`src/rtl/tlb_assoc.sv`:
```
// tlb_assoc: fully-associative TLB with a one-cycle registered lookup, a fill port
// that picks a slot (matching VPN, then first free entry, then round-robin victim),
// and a flush engine that invalidates one entry per cycle.
// Optional build macro: TLB_PERF_CNT_EN adds saturating user-mode hit/miss counters.
//
// state | meaning
// ------+--------------------------------------------------------------
// IDLE  | lookups accepted, fills applied
// FLUSH | clearing entry flush_idx each cycle; lookups stalled, fills dropped

`ifndef EXCEPTION_TYPE_PRIV
`define EXCEPTION_TYPE_PRIV 3'b011
`endif

module tlb_assoc #(
    parameter int N         = 4,
    parameter int VA_WIDTH  = 32,
    parameter int PA_WIDTH  = 32,
    parameter int PAGE_BITS = 12
) (
    input  logic                clk,
    input  logic                reset,
    input  logic                in_supervisor_mode,
    input  logic                in_req_valid,
    input  logic [VA_WIDTH-1:0] in_virtual_address,
    output logic                out_req_ready,
    output logic                out_resp_valid,
    output logic                out_tlb_hit,
    output logic [PA_WIDTH-1:0] out_physical_address,
    output logic [VA_WIDTH-1:0] out_fault_addr,
    output logic [2:0]          out_exception_vector,
    output logic                out_exception,
    input  logic                in_write_enable,
    input  logic [VA_WIDTH-1:0] in_write_virtual_address,
    input  logic [PA_WIDTH-1:0] in_write_physical_address,
    input  logic                in_flush,
    output logic                out_flush_busy
`ifdef TLB_PERF_CNT_EN
    ,
    output logic [31:0]         out_hit_count,
    output logic [31:0]         out_miss_count
`endif
);

    localparam int VPN_W = VA_WIDTH - PAGE_BITS;
    localparam int PPN_W = PA_WIDTH - PAGE_BITS;
    localparam int PTR_W = $clog2(N);

    typedef enum logic {IDLE, FLUSH} state_t;

    state_t             state;
    logic [N-1:0]       valid;
    logic [VPN_W-1:0]   vpn [N];
    logic [PPN_W-1:0]   ppn [N];
    logic [PTR_W-1:0]   repl_ptr;
    logic [PTR_W-1:0]   flush_idx;
    logic               priv_pend;

    logic [VPN_W-1:0]   lk_vpn;
    logic [VPN_W-1:0]   wr_vpn;
    logic [PPN_W-1:0]   wr_ppn;
    logic               accept;
    logic               wr_legal;
    logic               wr_illegal;
    logic               hit_any;
    logic [PPN_W-1:0]   hit_ppn;
    logic               wr_match;
    logic [PTR_W-1:0]   match_idx;
    logic               inv_found;
    logic [PTR_W-1:0]   inv_idx;
    logic [PTR_W-1:0]   fill_idx;
    logic               use_ptr;
    logic [PA_WIDTH-1:0] bypass_pa;
    logic [PA_WIDTH+VA_WIDTH-1:0] bypass_ext;
    logic               unused_bits;

    assign lk_vpn     = in_virtual_address[VA_WIDTH-1:PAGE_BITS];
    assign wr_vpn     = in_write_virtual_address[VA_WIDTH-1:PAGE_BITS];
    assign wr_ppn     = in_write_physical_address[PA_WIDTH-1:PAGE_BITS];
    assign accept     = in_req_valid && out_req_ready;
    // A flush request in IDLE wins over a same-cycle fill; fills during FLUSH vanish.
    assign wr_legal   = in_write_enable && in_supervisor_mode  && (state == IDLE) && !in_flush;
    assign wr_illegal = in_write_enable && !in_supervisor_mode && (state == IDLE) && !in_flush;
    assign bypass_ext = {{PA_WIDTH{1'b0}}, in_virtual_address};
    assign bypass_pa  = bypass_ext[PA_WIDTH-1:0];
    assign unused_bits = ^{in_write_virtual_address[PAGE_BITS-1:0],
                           in_write_physical_address[PAGE_BITS-1:0]};

    // Associative match for the lookup port (fill logic guarantees a unique VPN).
    always_comb begin
        hit_any = 1'b0;
        hit_ppn = '0;
        for (int i = 0; i < N; i++) begin
            if (valid[i] && (vpn[i] == lk_vpn)) begin
                hit_any = 1'b1;
                hit_ppn = ppn[i];
            end
        end
    end

    // Fill slot selection: existing VPN first, then lowest free entry, then victim pointer.
    always_comb begin
        wr_match  = 1'b0;
        match_idx = '0;
        inv_found = 1'b0;
        inv_idx   = '0;
        for (int i = 0; i < N; i++) begin
            if (!wr_match && valid[i] && (vpn[i] == wr_vpn)) begin
                wr_match  = 1'b1;
                match_idx = PTR_W'(i);
            end
            if (!inv_found && !valid[i]) begin
                inv_found = 1'b1;
                inv_idx   = PTR_W'(i);
            end
        end
        use_ptr  = !wr_match && !inv_found;
        fill_idx = wr_match ? match_idx : (inv_found ? inv_idx : repl_ptr);
    end

    // Control FSM plus the entry table it owns (fills in IDLE, invalidation in FLUSH).
    always_ff @(posedge clk or posedge reset) begin
        if (reset) begin
            state          <= IDLE;
            out_req_ready  <= 1'b0;
            out_flush_busy <= 1'b0;
            flush_idx      <= '0;
            repl_ptr       <= '0;
            valid          <= '0;
            for (int i = 0; i < N; i++) begin
                vpn[i] <= '0;
                ppn[i] <= '0;
            end
        end else begin
            case (state)
                IDLE: begin
                    if (in_flush) begin
                        state          <= FLUSH;
                        out_req_ready  <= 1'b0;
                        out_flush_busy <= 1'b1;
                        flush_idx      <= '0;
                    end else begin
                        out_req_ready  <= 1'b1;
                        out_flush_busy <= 1'b0;
                    end
                    if (wr_legal) begin
                        valid[fill_idx] <= 1'b1;
                        vpn[fill_idx]   <= wr_vpn;
                        ppn[fill_idx]   <= wr_ppn;
                        if (use_ptr) begin
                            repl_ptr <= repl_ptr + 1'b1;
                        end
                    end
                end
                FLUSH: begin
                    valid[flush_idx] <= 1'b0;
                    flush_idx        <= flush_idx + 1'b1;
                    if (flush_idx == PTR_W'(N - 1)) begin
                        state          <= IDLE;
                        out_req_ready  <= 1'b1;
                        out_flush_busy <= 1'b0;
                        repl_ptr       <= '0;
                    end
                end
                default: state <= IDLE;
            endcase
        end
    end

    // Registered response; a privilege fault yields to a same-cycle lookup and waits.
    always_ff @(posedge clk or posedge reset) begin
        if (reset) begin
            out_resp_valid       <= 1'b0;
            out_tlb_hit          <= 1'b0;
            out_physical_address <= '0;
            out_fault_addr       <= '0;
            out_exception_vector <= 3'b000;
            out_exception        <= 1'b0;
            priv_pend            <= 1'b0;
        end else if (accept) begin
            out_resp_valid       <= 1'b1;
            out_exception_vector <= 3'b000;
            priv_pend            <= priv_pend || wr_illegal;
            if (in_supervisor_mode) begin
                out_tlb_hit          <= 1'b1;
                out_physical_address <= bypass_pa;
                out_fault_addr       <= '0;
                out_exception        <= 1'b0;
            end else if (hit_any) begin
                out_tlb_hit          <= 1'b1;
                out_physical_address <= {hit_ppn, in_virtual_address[PAGE_BITS-1:0]};
                out_fault_addr       <= '0;
                out_exception        <= 1'b0;
            end else begin
                out_tlb_hit          <= 1'b0;
                out_physical_address <= '0;
                out_fault_addr       <= in_virtual_address;
                out_exception        <= 1'b1;
            end
        end else if (wr_illegal || priv_pend) begin
            out_resp_valid       <= 1'b0;
            out_tlb_hit          <= 1'b0;
            out_physical_address <= '0;
            out_fault_addr       <= '0;
            out_exception_vector <= `EXCEPTION_TYPE_PRIV;
            out_exception        <= 1'b1;
            priv_pend            <= 1'b0;
        end else begin
            out_resp_valid       <= 1'b0;
            out_tlb_hit          <= 1'b0;
            out_physical_address <= '0;
            out_fault_addr       <= '0;
            out_exception_vector <= 3'b000;
            out_exception        <= 1'b0;
        end
    end

`ifdef TLB_PERF_CNT_EN
    // Saturating user-mode hit/miss counters; bypass lookups are not counted.
    always_ff @(posedge clk or posedge reset) begin
        if (reset) begin
            out_hit_count  <= '0;
            out_miss_count <= '0;
        end else if (accept && !in_supervisor_mode) begin
            if (hit_any) begin
                if (out_hit_count != 32'hFFFF_FFFF) out_hit_count <= out_hit_count + 1'b1;
            end else begin
                if (out_miss_count != 32'hFFFF_FFFF) out_miss_count <= out_miss_count + 1'b1;
            end
        end
    end
`endif

endmodule
```
`config.mk`:
```
export PLATFORM = sky130hd
export DESIGN_NAME = tlb_assoc
export DESIGN_NICKNAME = d
export VERILOG_FILES = /design/src/rtl/tlb_assoc.sv
export SDC_FILE = /design/constraint.sdc
export NUM_CORES = 1
export LEC_CHECK = 0
export ABC_CLOCK_PERIOD_IN_PS = 14100
export CAP_MARGIN = 10
export CORE_ASPECT_RATIO = 1.75
export CORE_UTILIZATION = 50
export DETAILED_ROUTE_END_ITERATION = 6
export PLACE_DENSITY = 0.75
export SLEW_MARGIN = 20
export SYNTH_ARGS = -nofsm -noshare
export SYNTH_HDL_FRONTEND = slang
export SYNTH_SLANG_ARGS = --single-unit
```
`constraint.sdc`:
```
create_clock -name clk -period 14.1 [get_ports clk]
set_input_delay 4.23 -clock clk [delete_from_list [all_inputs] [get_ports clk]]
set_output_delay 4.23 -clock clk [all_outputs]
set_load 0.01 [all_outputs]
```
==> results of run 1 <==
## cells in the mapped netlist (all sizes together), types with 6 or more instances
library cell | n | area share
dfrtp | 240 | 0.52
mux2 | 181 | 0.18
xnor2 | 91 | 0.069
xor2 | 69 | 0.053
clkbuf | 58 | 0.019
and2 | 44 | 0.024
nand2 | 42 | 0.014
nand4 | 27 | 0.015
nor2 | 26 | 0.0085
nor4 | 23 | 0.013
o31ai | 21 | 0.014
a221oi | 20 | 0.015
buf | 19 | 0.0099
nand3 | 15 | 0.0074
inv | 10 | 0.0033
nor3 | 6 | 0.0026
## area by class of cell
class,count,area (um^2)
clock inverter,10,157.7
multi-input combinational,610,5137
timing repair buffer,162,1587
tap,300,375.4
sequential,240,6006
fill,1928,8712
inverter,10,45.04
clock buffer,30,631.9
## registers in the layout, indices dropped and copies added, names as in the netlist
| signal | flops |
|---|---|
| out_exception_vector | 1 |
| priv_pend | 1 |
| state | 1 |
| valid | 4 |
| out_exception | 1 |
| out_tlb_hit | 1 |
| out_fault_addr | 32 |
| vpn | 80 |
| flush_idx | 2 |
| ppn | 80 |
| out_physical_address | 32 |
| out_req_ready | 1 |
| out_resp_valid | 1 |
| out_flush_busy | 1 |
| repl_ptr | 2 |
## placed cells by master (no fill, tap or decap), drive strengths merged, types with 6 or more instances in the layout
cell type      netlist  layout
xor2                69      69
buf                 19      14
dfrtp              240     240
nor4                23      23
and2                44      44
a221oi              20      20
nor2                26      26
nor3                 6       6
nand2               42      42
clkdlybuf4s50        0     148
mux2               181     181
clkbuf              58      30
inv                 10      10
nand3               15      15
nand4               27      27
o31ai               21      21
xnor2               91      91
## routing by layer
metal	vias up	track usage	wire, um
met1	3939	0.3064	11150
li1	3456	-	-
met5	-	0	0
met2	240	0.4768	16320
met4	0	0.1546	1888
met3	94	0.03582	1340
## worst max-delay path by stage
stage                                 start      endpoint  cells past startpoint
5_1_grt        in_write_virtual_address[19]       ppn[43]                      9
4_1_cts        in_write_virtual_address[19]       ppn[43]                      9
3_5_place_dp   in_write_virtual_address[19]       ppn[43]                      9
6_report       in_write_virtual_address[19]       ppn[43]                      9
2_1_floorplan                         reset  flush_idx[0]                      1
3_3_place_gp   in_write_virtual_address[19]       ppn[44]                      9
## logic make-up (layout without fill, tap and decap cells)
logic type / Yosys count / in the layout / synth area share
DFF: 240 / 240 / 0.5228
and+or+nand+nor: 204 / 204 / 0.09824
muxes: 182 / 182 / 0.1783
xor gates and xnor gates: 160 / 160 / 0.1220
buffers and inverters: 87 / 212 / 0.03213
AOI/OAI and AO/OA: 59 / 59 / 0.04193
adders and majority gates: 4 / 4 / 0.004357
other: 1 / 1 / 0.0003264
## worst max-delay path: cells and delay by family
kind                   cells  cell delay [ps]
AND/OR/NAND/NOR            3             1440
buffers and inverters      2             1100
AO/OA/AOI/OAI              2              660
XOR/XNOR                   1              380
multiplexers               1              360
## power by group
part	switching, mW	internal, mW	leakage, nW
logic	0.212	0.242	2.73
registers	0.103	0.822	3.22
clock network	0.258	0.389	0.378
## per-stage QoR
step / power, mW / cells
final: 2.026 / 1362
after CTS: 2.041 / 1362
after global routing: 2.124 / 1362
after global placement: 1.373 / 1322
after floorplan: 1.228 / 937
after detailed placement: 1.389 / 1322
==> impl_metrics.py, run 1 <==
metrics = {
    "status": {
        "status": "complete, no violations",
    },
    "clock_tree": {
        "cts_resized": 0,
        "cts_sinks": 240,
        "cts_tree": "built",
        "holdBufCountCts": 0,
        "root_buffer": "clkbuf_16",
        "clk_pin_slew_ps": 60,
        "cts_buffer_depth": 3,
        "htreeDepth": 1,
        "numCtsBuffers": 23,
        "postCtsSetupBuffers": 0,
        "worstSkewPairLatency_ps": 510,
    },
    "critical_path": {
        "crit_path_max_fanout": 27,
        "cp_slowest_cell": "clkdlybuf4s50_1",
        "criticalPathCategory": "in -> reg",
        "critPathMaxStageDelay_ps": 670,
        "crit_chain": "clkdlybuf4s50_1, xnor2_1, or4b_1, nor4_2, a211oi_1, a311oi_2, nand3_2, buf_4, mux2_1",
        "r2r-start": "vpn[9]",
        "reg2reg_slack_ps": 10280,
        "critPathLaunchType": "primary input",
        "crit_arrival_ps": 8200,
        "cp.required_ps": 14480,
        "r2r_end": "out_physical_address[13]",
        "r2r.worst_path.cells": 7,
        "end_kind": "register",
    },
    "place": {
        "port_buffers": 148,
        "gp_congestion": 0.9090,
        "pre_cts_ws_ps": 5731,
        "dp_hpwl_um": 22000,
        "dpl-instance-area_um2": 13150,
    },
    "logic_synthesis": {
        "synth_seq_area_share": 0.5228,
        "syn_area_um2": 11490,
        "synth.distinct_cells": 50,
        "ys_warn_count": 0,
        "synthArstFlopShare": 1.000,
        "synth-edff-count": 0,
        "syn_inst": 937,
        "avgSynthCellArea_um2": 12.26,
        "synth_ff_type": "dfrtp_1",
        "ys_seq_elements": 240,
        "syn-num-nets": 1043,
    },
    "floorplan": {
        "ios": 174,
        "die_h_um": 202.5,
        "coreArea_um2": 22650,
        "die_width_um": 116.6,
        "die_area_um2": 23610,
        "num_rows": 73,
        "start_util": 0.5072,
    },
    "timing": {
        "finalHoldViolCount": 0,
        "rsz0062_at_grt": "no",
        "setup_ws_ps": 6286,
        "worst_slew_pin_slew_ps": 1075,
        "maxSlewViolCount": 0,
        "slew_headroom": 0.2813,
        "period_share": 0.5542,
        "max_freq_mhz": 128.0,
        "post-route-min-period_ps": 7814,
        "finalClockSkew_ps": 9.235,
        "holdWs_ps": 485.8,
        "setup_violations": 0,
        "fin_setup_tns_ps": 0,
    },
    "power_and_ir_drop": {
        "ir_worst_vdd_uv": 120.3,
        "p_per_area_nw_per_um2": 145.4,
        "leakage_nw": 6.330,
    },
    "global_route": {
        "antenna_found_initial": 0,
        "grt_overflow": 0,
        "grt_start_max_net_pins": 118,
        "grt_pass1_vias": 8075,
        "grt_usage": 0.2699,
        "grt_pass1_wl_um": 47090,
    },
    "routing": {
        "via_count": 7729,
        "detail-route-antenna-nets": 0,
        "drt_iter0_drc": 411,
        "vias_per_cell": 5.675,
        "routed_wl_um": 30700,
        "avgRoutedWirePerCell_um": 22.54,
        "first_pass_iters": 5,
        "drc": 0,
    },
    "finish": {
        "nets": 1153,
        "final_util": 0.6154,
        "syn_to_final_growth_pct": 21.34,
        "drive_gt1_frac": 0.1252,
        "final_area_um2": 13940,
        "antenna_cells": 0,
    },
    "min_path": {
        "hold_depth": 1,
        "worstHoldStart": "ppn[79]",
        "min_path_type": "reg -> reg",
        "hold_end": "ppn[79]",
    },
    "job": {
        "drv_cap": 0,
    },
}
Power figures use the tool's default switching activity.
==> run 2, diff against run 1 <==
ABC_CLOCK_PERIOD_IN_PS = 6900   (was 14100)
CORE_UTILIZATION = 49   (was 50)
PLACE_DENSITY = 0.76   (was 0.75)
clock period = 6.9 ns   (was 14.1 ns; I/O delays follow)
==> run 2 against run 1 <==
First-iteration DRC count increased by 1.9%. Hold slack got worse by 0.95 ps. Die area increased by 2.0%. Critical path type unchanged.
==> impl_metrics.py, run 2 (synthesized netlist as in run 1, its figures left out) <==
metrics = {
    "timing": {
        "rsz0062_at_grt": "no",
        "setup_ws_ps": 1643,
        "slew_headroom": 0.4216,
        "post-route-min-period_ps": 5257,
        "period_share": 0.7619,
        "maxSlewViolCount": 0,
        "finalClockSkew_ps": 10.83,
        "max_freq_mhz": 190.2,
        "fin_setup_tns_ps": 0,
        "setup_violations": 0,
        "worst_slew_pin_slew_ps": 867.7,
        "finalHoldViolCount": 0,
    },
    "clock_tree": {
        "cts_tree": "built",
        "clk_pin_slew_ps": 60,
        "htreeDepth": 1,
        "postCtsSetupBuffers": 0,
        "holdBufCountCts": 0,
        "worstSkewPairLatency_ps": 510,
        "root_buffer": "clkbuf_16",
        "cts_buffer_depth": 3,
        "cts_resized": 0,
        "cts_sinks": 240,
        "numCtsBuffers": 22,
    },
    "power_and_ir_drop": {
        "p_per_area_nw_per_um2": 295.4,
        "leakage_nw": 6.383,
        "p_total_mw": 4.139,
        "ir_worst_vdd_uv": 199.3,
    },
    "critical_path": {
        "r2r.worst_path.cells": 8,
        "cp.required_ps": 7280,
        "end_kind": "register",
        "critPathLaunchType": "primary input",
        "reg2reg_slack_ps": 3560,
        "crit_arrival_ps": 5640,
        "r2r-start": "vpn[55]",
        "crit_path_max_fanout": 41,
        "r2r_end": "ppn[2]",
        "criticalPathCategory": "in -> reg",
    },
    "place": {
        "gp_congestion": 0.8925,
        "dp_hpwl_um": 21860,
        "port_buffers": 148,
        "pre_cts_ws_ps": 1166,
    },
    "routing": {
        "via_count": 7726,
        "first_pass_iters": 4,
        "routed_wl_um": 31020,
        "avgRoutedWirePerCell_um": 22.65,
        "drt_iter0_drc": 419,
        "detail-route-antenna-nets": 0,
        "vias_per_cell": 5.639,
        "drc": 0,
    },
    "finish": {
        "final_cell_mix": "dfrtp_1, clkdlybuf4s50_1, mux2_1",
        "multi_input_area_um2": 5135,
        "fill_cells": 1845,
        "final_common_cell": "dfrtp_1",
        "syn_to_final_growth_pct": 21.96,
        "drive_gt1_frac": 0.1327,
        "antenna_cells": 0,
        "nets": 1161,
        "reg.largest.list": "ppn x80, vpn x80",
        "seq_area_um2": 6006,
    },
    "floorplan": {
        "die_width_um": 117.8,
        "die_area_um2": 24090,
        "start_util": 0.5031,
        "ios": 174,
        "num_rows": 73,
        "die_h_um": 204.6,
        "coreArea_um2": 22830,
    },
    "min_path": {
        "hold_depth": 1,
        "hold_end": "ppn[46]",
        "min_path_type": "reg -> reg",
        "worstHoldStart": "ppn[46]",
    },
    "global_route": {
        "grt_pass1_vias": 8261,
        "grt_pass1_wl_um": 48140,
        "grt_start_max_net_pins": 156,
        "antenna_found_initial": 0,
        "grt_overflow": 0,
        "grt_usage": 0.2657,
    },
    "status": {
        "status": "complete, no violations",
    },
    "job": {
        "drv_cap": 0,
    },
}
[run 2: per-layer routing]
| layer | GRT usage | wire [um] | vias up |
|---|---|---|---|
| met5 | 0 | 0 | - |
| met4 | 0.1630 | 1972 | 0 |
| met3 | 0.02700 | 1269 | 84 |
| met2 | 0.4849 | 16770 | 218 |
| met1 | 0.2962 | 11010 | 3954 |
| li1 | - | - | 3470 |
[run 2: worst max path at each step]
stage,from,to,slack (ps),depth (start not counted)
finish,in_write_virtual_address[19],ppn[2],1640,9
global route,in_write_virtual_address[19],ppn[2],1480,9
CTS,in_write_virtual_address[19],vpn[73],1680,9
detailed placement,in_write_virtual_address[19],vpn[73],1170,9
global placement,in_write_virtual_address[19],vpn[8],1190,9
floorplan,reset,flush_idx[0],1680,1
[run 2: critical path, cell delays in order]
cell and delay (ps):
clkdlybuf4s50_1 720, xnor2_1 360, or4b_1 480, nor4_2 420, a211oi_1 140, a311oi_2 530, nand3_2 120, buf_4 340
mux2_1 400
[run 2: layout make-up]
cell class	instances	area share
well taps	300	0.02679
flip-flops and latches	240	0.4286
clock buffers	30	0.04653
clock inverters	9	0.009645
inverters	10	0.002947
multi-input cells	610	0.3665
repair buffers	171	0.1190
[run 2: report_power, final]
| group | switching, mW | internal, mW | total [mW] | leakage, nW |
|---|---|---|---|---|
| sequential | 0.213 | 1.68 | 1.89 | 3.22 |
| clock | 0.535 | 0.779 | 1.31 | 0.389 |
| combinational | 0.436 | 0.499 | 0.934 | 2.77 |
[run 2: per-stage QoR]
step | utilization | std cells | hold WS, ps | cell area [um^2]
6_report | 0.6136 | 1370 | 484.8 | 14010
2_1_floorplan | - | 937 | 449.2 | 11490
3_3_place_gp | 0.5791 | 1331 | 462.8 | 13220
5_1_grt | 0.6136 | 1370 | 505.2 | 14010
3_5_place_dp | 0.5791 | 1331 | 473.5 | 13220
4_1_cts | 0.6136 | 1370 | 493.1 | 14010
==> run 3, diff against run 2 <==
ABC_CLOCK_PERIOD_IN_PS = 5300   (was 6900)
CORE_UTILIZATION = 50   (was 49)
PLACE_DENSITY = 0.75   (was 0.76)
clock period = 5.3 ns   (was 6.9 ns; I/O delays follow)
==> run 3 against run 2 <==
The flow now finishes with violations (design-rule violations). Die area decreased by 2.0%. Worst setup slack worse by 780 ps. Register-to-register slack worse by 1600 ps. Via count up 2.1%. Sequential share of layout area decreased by 0.94 points. Final area rose by 2.2%. Critical path depth rose by 1. Total power is 36% higher. Flip-flop and latch count is the same. Cell count rose by 2.0%. Combinational power up 37%. Hold slack better by 1.4 ps.
==> impl_metrics.py, run 3 (synthesized netlist as in run 1, its figures left out) <==
metrics = {
    "timing": {
        "fin_setup_tns_ps": 0,
        "worst_slew_pin_slew_ps": 797.9,
        "maxSlewViolCount": 0,
        "slew_headroom": 0.4680,
        "finalHoldViolCount": 0,
        "finalClockSkew_ps": 14.21,
        "holdWs_ps": 486.3,
        "period_share": 0.8364,
        "max_freq_mhz": 225.6,
        "post-route-min-period_ps": 4433,
        "rsz0062_at_grt": "no",
        "setup_violations": 0,
    },
    "finish": {
        "final_cell_mix": "dfrtp_1, clkdlybuf4s50_1, mux2_1",
        "drive_gt1_frac": 0.1522,
        "final_common_cell": "dfrtp_1",
        "seq_area_um2": 6006,
        "layout.cells.non_filler": 1397,
        "reg.largest.list": "ppn x80, vpn x80",
        "syn_to_final_growth_pct": 24.69,
        "multi_input_area_um2": 5135,
        "fill_cells": 1842,
        "nets": 1186,
        "antenna_cells": 0,
    },
    "floorplan": {
        "ios": 174,
        "start_util": 0.5072,
        "num_rows": 73,
        "coreArea_um2": 22650,
        "die_area_um2": 23610,
        "die_h_um": 202.5,
        "die_width_um": 116.6,
    },
    "global_route": {
        "grt_usage": 0.2819,
        "grt_overflow": 0,
        "grt_pass1_vias": 8331,
        "grt_pass1_wl_um": 48760,
        "antenna_found_initial": 0,
        "grt_start_max_net_pins": 142,
    },
    "clock_tree": {
        "worstSkewPairLatency_ps": 530,
        "holdBufCountCts": 0,
        "cts_tree": "built",
        "postCtsSetupBuffers": 0,
        "cts_buffer_depth": 3,
        "cts_sinks": 240,
        "clk_pin_slew_ps": 60,
        "numCtsBuffers": 23,
        "htreeDepth": 1,
        "root_buffer": "clkbuf_16",
        "cts_resized": 0,
    },
    "critical_path": {
        "criticalPathCategory": "in -> reg",
        "reg2reg_slack_ps": 1960,
        "end_kind": "register",
        "crit_path_max_fanout": 20,
        "r2r-start": "vpn[79]",
        "cp_slowest_cell": "clkdlybuf4s50_1",
        "cp_num_buf_inv": 3,
        "r2r.worst_path.cells": 9,
        "path_common_cell": "buf_4",
        "critPathMaxStageDelay_ps": 700,
        "cp.required_ps": 5710,
        "crit_chain": "clkdlybuf4s50_1, xnor2_1, nand4_1, nor4_1, buf_4, and4_1, a311oi_1, nor3_2, buf_4, mux2_2",
        "crit_arrival_ps": 4840,
        "critPathLaunchType": "primary input",
        "r2r_end": "vpn[78]",
        "cp_top_family": "buffers and inverters",
    },
    "power_and_ir_drop": {
        "p_total_mw": 5.628,
        "ir_worst_vdd_uv": 331.5,
        "leakage_nw": 6.550,
        "p_per_area_nw_per_um2": 392.9,
    },
    "min_path": {
        "worstHoldStart": "priv_pend",
        "hold_end": "priv_pend",
        "min_path_type": "reg -> reg",
        "hold_depth": 2,
    },
    "status": {
        "status": "finished, violations left",
        "violations": "design-rule violations",
    },
    "place": {
        "placed_cells": 1355,
        "dp_hpwl_um": 23000,
        "port_buffers": 148,
        "gp_congestion": 0.9602,
    },
    "routing": {
        "via_count": 7889,
        "first_pass_iters": 6,
        "drt_iter0_drc": 433,
        "detail-route-antenna-nets": 0,
        "drc": 2,
        "routed_wl_um": 31860,
        "avgRoutedWirePerCell_um": 22.80,
        "vias_per_cell": 5.647,
    },
    "job": {
        "drv_cap": 0,
    },
}
run 3: how the worst max path moves through the flow:
stage	from	endpoint	slack [ps]	depth (start not counted)
detailed placement	in_write_virtual_address[25]	ppn[42]	360	10
global route	in_write_virtual_address[14]	vpn[15]	780	9
CTS	in_write_virtual_address[25]	ppn[42]	900	10
finish	in_write_virtual_address[18]	vpn[78]	870	10
floorplan	reset	flush_idx[0]	560	1
global placement	in_write_virtual_address[18]	vpn[78]	360	10
run 3: layout make-up:
class                           count  share of cell area
Clock buffer                       31             0.04507
Clock inverter                     11             0.01572
Inverter                           10            0.002882
Multi-Input combinational cell    610              0.3585
Sequential cell                   240              0.4193
Tap cell                          300             0.02620
Timing Repair Buffer              195              0.1324
run 3: worst min-delay path: cells and delay by family (launching register included):
| family | cells | cell delay (ps) |
|---|---|---|
| flip-flops | 1 | 320 |
| AND/OR/NAND/NOR | 1 | 80 |
| AO/OA/AOI/OAI | 1 | 50 |
run 3: report_power, final:
| part | leakage [nW] | internal (mW) | switching [mW] |
|---|---|---|---|
| clock | 0.420 | 1.16 | 0.717 |
| combinational | 2.91 | 0.667 | 0.614 |
| sequential | 3.22 | 2.19 | 0.289 |
| total | 6.55 | 4.01 | 1.62 |
run 3: metal layers:
layer / up-vias / global-route usage / wire, um
li1: 3528 / - / -
met1: 4027 / 0.3175 / 11380
met2: 238 / 0.5023 / 17140
met3: 96 / 0.02716 / 1143
met4: 0 / 0.1731 / 2197
met5: - / 0 / 0
run 3: through the flow:
step | setup WS, ps | util | area [um^2]
2_1_floorplan | 562.2 | - | 11490
3_3_place_gp | 358.2 | 0.5940 | 13450
3_5_place_dp | 358.6 | 0.5940 | 13450
4_1_cts | 898.0 | 0.6324 | 14330
5_1_grt | 776.1 | 0.6324 | 14330
6_report | 867.0 | 0.6324 | 14330
